==> config.mk <==
export PLATFORM = sky130hd
export DESIGN_NAME = prng_stream_gen
export DESIGN_NICKNAME = d
export VERILOG_FILES = /design/src/rtl/prng_stream_gen.sv
export SDC_FILE = /design/constraint.sdc
export NUM_CORES = 1
export LEC_CHECK = 0
export CORE_AREA = 2 2 79 81
export DETAILED_ROUTE_END_ITERATION = 7
export DIE_AREA = 0 0 81 83
export DONT_BUFFER_PORTS = 1
export PLACE_DENSITY = 0.73
export SYNTH_ARGS = -nofsm -noshare
export SYNTH_HDL_FRONTEND = slang
export SYNTH_SLANG_ARGS = --single-unit
export TNS_END_PERCENT = 10
==> constraint.sdc <==
create_clock -name clk -period 1.9 [get_ports clk]
set_input_delay 0.19 -clock clk [delete_from_list [all_inputs] [get_ports clk]]
set_output_delay 0.19 -clock clk [all_outputs]
set_load 0.005 [all_outputs]
==> src/rtl/prng_stream_gen.sv <==
// prng_stream_gen: parametrised Galois-LFSR random source with a start/stop/burst
// controller and a valid/ready output slot. The LFSR advances only when a sample
// is generated. The seed can be loaded at runtime, and an all-zero state is
// never allowed to persist.
module prng_stream_gen #(
    parameter int                WIDTH = 16,
    parameter int                OUT_W = 8,
    parameter logic [WIDTH-1:0]  POLY  = 16'hB400,
    parameter logic [WIDTH-1:0]  SEED  = 16'hACE1,
    parameter int                CNT_W = 16
) (
    input  logic              clk,
    input  logic              reset,
    input  logic              seed_load,
    input  logic [WIDTH-1:0]  seed_i,
    input  logic              start,
    input  logic [CNT_W-1:0]  burst_len,
    input  logic              stop,
    output logic [OUT_W-1:0]  number_o,
    output logic              valid_o,
    input  logic              ready_i,
    output logic              busy_o,
    output logic              lockup_o,
    output logic [CNT_W-1:0]  count_o
);

    typedef enum logic [1:0] {
        IDLE  = 2'd0,
        RUN   = 2'd1,
        DRAIN = 2'd2
    } fsm_t;

    fsm_t              fsm_q;
    logic [WIDTH-1:0]  lfsr_q;
    logic [WIDTH-1:0]  lfsr_next;
    logic [CNT_W-1:0]  remaining_q;
    logic              xfer;
    logic              slot_free;

    // A transfer completes whenever the consumer takes a presented sample.
    assign xfer      = valid_o && ready_i;
    // The output slot can take a new sample when empty or being emptied this edge.
    assign slot_free = !valid_o || ready_i;

    // One Galois step of the LFSR: shift right, fold in the polynomial on a 1 out.
    always_comb begin
        // NOTE: assign a default before any branch so no path leaves the signal
        // unassigned, which would otherwise infer a latch.
        lfsr_next = lfsr_q >> 1;
        if (lfsr_q[0]) begin
            lfsr_next = lfsr_next ^ POLY;
        end
    end

    // Controller, LFSR state, output slot and transfer counter.
    always_ff @(posedge clk or negedge reset) begin
        if (!reset) begin
            fsm_q       <= IDLE;
            lfsr_q      <= SEED;
            remaining_q <= '0;
            number_o    <= '0;
            valid_o     <= 1'b0;
            busy_o      <= 1'b0;
            lockup_o    <= 1'b0;
            count_o     <= '0;
        end else begin
            // NOTE: sequential state uses non-blocking assignments so every register
            // samples the pre-edge values, independent of statement order.
            lockup_o <= 1'b0;

            // Every completed transfer counts, whatever the controller is doing.
            if (xfer) begin
                count_o <= count_o + CNT_W'(1);
            end

            case (fsm_q)
                IDLE: begin
                    // A seed load wins over start; start is dropped that cycle.
                    if (seed_load) begin
                        if (seed_i == '0) begin
                            lfsr_q   <= SEED;
                            lockup_o <= 1'b1;
                        end else begin
                            lfsr_q <= seed_i;
                        end
                    end else if (start) begin
                        fsm_q       <= RUN;
                        busy_o      <= 1'b1;
                        remaining_q <= burst_len;
                    end
                end

                RUN: begin
                    if (stop) begin
                        // Stop beats generation, even on the last burst slot. A sample
                        // taken on this same edge still leaves the slot.
                        fsm_q <= DRAIN;
                        if (xfer) begin
                            valid_o <= 1'b0;
                        end
                    end else if (slot_free) begin
                        // Generation slot: advance the LFSR and present its low bits.
                        if (lfsr_next == '0) begin
                            lfsr_q   <= SEED;
                            number_o <= SEED[OUT_W-1:0];
                            lockup_o <= 1'b1;
                        end else begin
                            lfsr_q   <= lfsr_next;
                            number_o <= lfsr_next[OUT_W-1:0];
                        end
                        valid_o <= 1'b1;

                        // A zero count means continuous mode, so it never ends a burst.
                        if (remaining_q != '0) begin
                            remaining_q <= remaining_q - CNT_W'(1);
                            if (remaining_q == CNT_W'(1)) begin
                                fsm_q <= DRAIN;
                            end
                        end
                    end
                end

                DRAIN: begin
                    // The slot is cleared on a transfer first. Busy drops one cycle
                    // after valid falls.
                    if (!valid_o) begin
                        fsm_q  <= IDLE;
                        busy_o <= 1'b0;
                    end else if (ready_i) begin
                        valid_o <= 1'b0;
                    end
                end

                default: begin
                    fsm_q  <= IDLE;
                    busy_o <= 1'b0;
                end
            endcase
        end
    end

endmodule
==> impl_metrics.toml <==
[run_status]
status = "finished clean"

[die]
start_util = 0.554
die_w_um = 81
rows = 28
dieArea_um2 = 6720
pin_count = 65
core_area_um2 = 5820
die-height_um = 83

[cells_and_area]
syn_to_final_growth_pct = 13.7
layout_common_cells = "53 x dfrtp_1, 40 x nand2_1, 30 x nor2_1"
final_common_cell = "dfrtp_1"
fin_util = 0.630
fin_nets = 400
drive_gt1_frac = 0.176
diodes = 0

[clock_tree]
insertion_delay_ps = 340
htreeDepth = 3
clock-root-buffer = "clkbuf_8"
cts_max_path_buffers = 2
clkTransAtPathRegs_ps = 70
cts_made_buffers = 9
cts_setup_buffers = 0
cts_tree = "built"
cts.sinks = 61

[place]
portBuffers = 0
hpwl_um = 5130
gp_congestion = 0.841

[grt]
grt_pass1_wl_um = 12900
grt_antenna_before_repair = 0
grt_pass1_vias = 2662
gr-total-overflow = 0
grt_start_max_net_pins = 62
track_usage = 0.243

[synth]
synth_top_flop_cell = "dfrtp_1"
synth_top_area_cell = "dfrtp_1"
synthCells = 340
synth_edf_count = 0
syn_avg_cell_area_um2 = 9.48
syn-cell-area_um2 = 3220
async_flop_share = 1.00
syn-num-nets = 382
synth_top_area_share = 0.411
ys_seq_area_frac = 0.477
yosys_warnings = 0
synthDistinctLibCells = 58
synthTopCellsByArea = "dfrtp_1 41%, dfstp_2 6.5%, nand2_1 4.7%"
synth-seq-cells = 61

[critical_path]
cp-end-kind = "flop"
cp_max_fo = 7
cp.arrival_ps = 2120
critPathKind = "flop to flop"
rrSetupSlack_ps = 5
start_kind = "flop"
crit_required_ps = 2120

[detailed_routing]
dr_total_vias = 2655
wl_um = 7490
vias_per_cell = 6.06
drt-pass1-iter-count = 5
drt_first_iter_violations = 141
route.detailed.drc = 0
final_antenna_net_count = 0
route.detailed.wl_per_inst_um = 17.1

[sta]
slew-limit-headroom = 0.702
finalCritPeriodShare = 0.998
hold_violations = 0
rsz0062_at_grt = "yes"
hold_ws_ps = 7.49
fin_skew_ps = 8.15
period_minus_slack_ps = 1900
worst_slew_pin_slew_ps = 447
finalSetupViolCount = 0
drv_slew = 0
max_freq_ghz = 0.528

[power_and_ir_drop]
switchingPower_w = 0.00203
power_frac_comb = 0.320
p_sw_frac = 0.382
power_frac_seq = 0.461
p_leak_nw = 1.52
power_frac_clock = 0.219
p_total_w = 0.00531
cell_internal_pwr_w = 0.00328
irDropWorstVdd_mv = 0.672
pwr_density_cell_nw_per_um2 = 1450

[hold_path]
holdCritPathClass = "input port to flop"

[job]
cap_violations = 0
[cell families (layout without fill, tap and decap cells)]
group,Yosys count,in the layout,synth area share
AND/OR/NAND/NOR,136,136,0.225
AO/OA/AOI/OAI,96,96,0.186
flip-flops,61,61,0.477
buffers and inverters,20,43,0.0303
XOR/XNOR,18,18,0.0489
multiplexers,5,5,0.0175
adder cells (fa/ha/maj),4,4,0.0155
[metrics by stage]
step / area [um^2] / cells / setup WS [ps] / TNS (ps)
2_1_floorplan: 3220 / 340 / 93.6 / 0
3_3_place_gp: 3380 / 417 / 82.7 / 0
3_5_place_dp: 3380 / 417 / -3.27 / -3.27
4_1_cts: 3660 / 438 / 7.04 / 0
5_1_grt: 3670 / 438 / -90.4 / -845
6_report: 3670 / 438 / 4.68 / 0
[final timing paths]
kind	start	endpoint	depth (start not counted)
max	remaining_q[11]	remaining_q[9]	5
min	seed_i[8]	lfsr_q[8]	2
max reg2reg	remaining_q[11]	remaining_q[9]	5
min reg2reg	count_o[15]	count_o[15]	1
max in group asynchronous	reset	lfsr_q[7]	2
min in group asynchronous	reset	number_o[5]	2
[cells in the mapped netlist, types with 2 or more instances]
master / count
nor2_1: 30
nand2b_1: 3
a21oi_1: 22
and2_1: 3
dfstp_2: 8
and3_1: 7
o21ai_1: 4
xor2_1: 7
o21ai_0: 29
o22ai_1: 2
mux2_2: 5
dfrtp_1: 53
nor3_2: 2
nand4_1: 6
nand2_1: 40
inv_1: 4
clkbuf_1: 10
nor4_1: 6
nor3_1: 6
xnor2_1: 11
o32ai_1: 8
buf_6: 2
o211ai_1: 2
a22o_1: 2
a31oi_1: 11
a2bb2oi_2: 2
buf_2: 3
a22oi_1: 2
and4_1: 3
o31ai_1: 3
ha_1: 4
nor2b_1: 2
nand3_1: 13
[cell type report]
cell class | instances | area (um^2)
inverters | 4 | 15.0
fillers | 496 | 2150
well taps | 75 | 93.8
clock buffers | 10 | 138
flip-flops and latches | 61 | 1540
clock inverters | 6 | 62.6
repair buffers | 23 | 215
multi-input cells | 259 | 1610
[repair_timing]
| action | in CTS | in global routing |
|---|---|---|
| gates resized for setup | 1 | 1 |
| endpoints found under the setup margin | 1 | 16 |
| pin swaps | 1 | 0 |
| hold endpoints to repair | 64 | 0 |
| hold buffers | 5 | 0 |
[per-layer routing]
metal | routed length, um | GRT usage
met3 | 538 | 0.0663
met2 | 3520 | 0.359
met4 | 137 | 0.106
met1 | 3290 | 0.331
met5 | 0 | 0
[sequential cells by signal, summed over array words and instances (netlist names)]
| register | count |
|---|---|
| busy_o | 1 |
| count_o | 16 |
| fsm_q | 2 |
| lfsr_q | 16 |
| lockup_o | 1 |
| number_o | 8 |
| remaining_q | 16 |
| valid_o | 1 |
[worst max-delay path, stage by stage (launching register included)]
cell and delay, ps:
dfrtp_1 390, or4_4 550, nor4_4 250, and3_4 310, nor2_4 70, a22o_1 210
[power groups by stage]
stage | clock (W) | sequential [W] | combinational, W
final | 0.00116 | 0.00245 | 0.00170
after global routing | 0.00125 | 0.00254 | 0.00195
after CTS | 0.00118 | 0.00243 | 0.00171
after detailed placement | 0 | 0.00245 | 0.00166
after global placement | 0 | 0.00243 | 0.00160
after floorplan | 0 | 0.00229 | 0.00129
No activity file was read; power rests on OpenSTA's default activity.
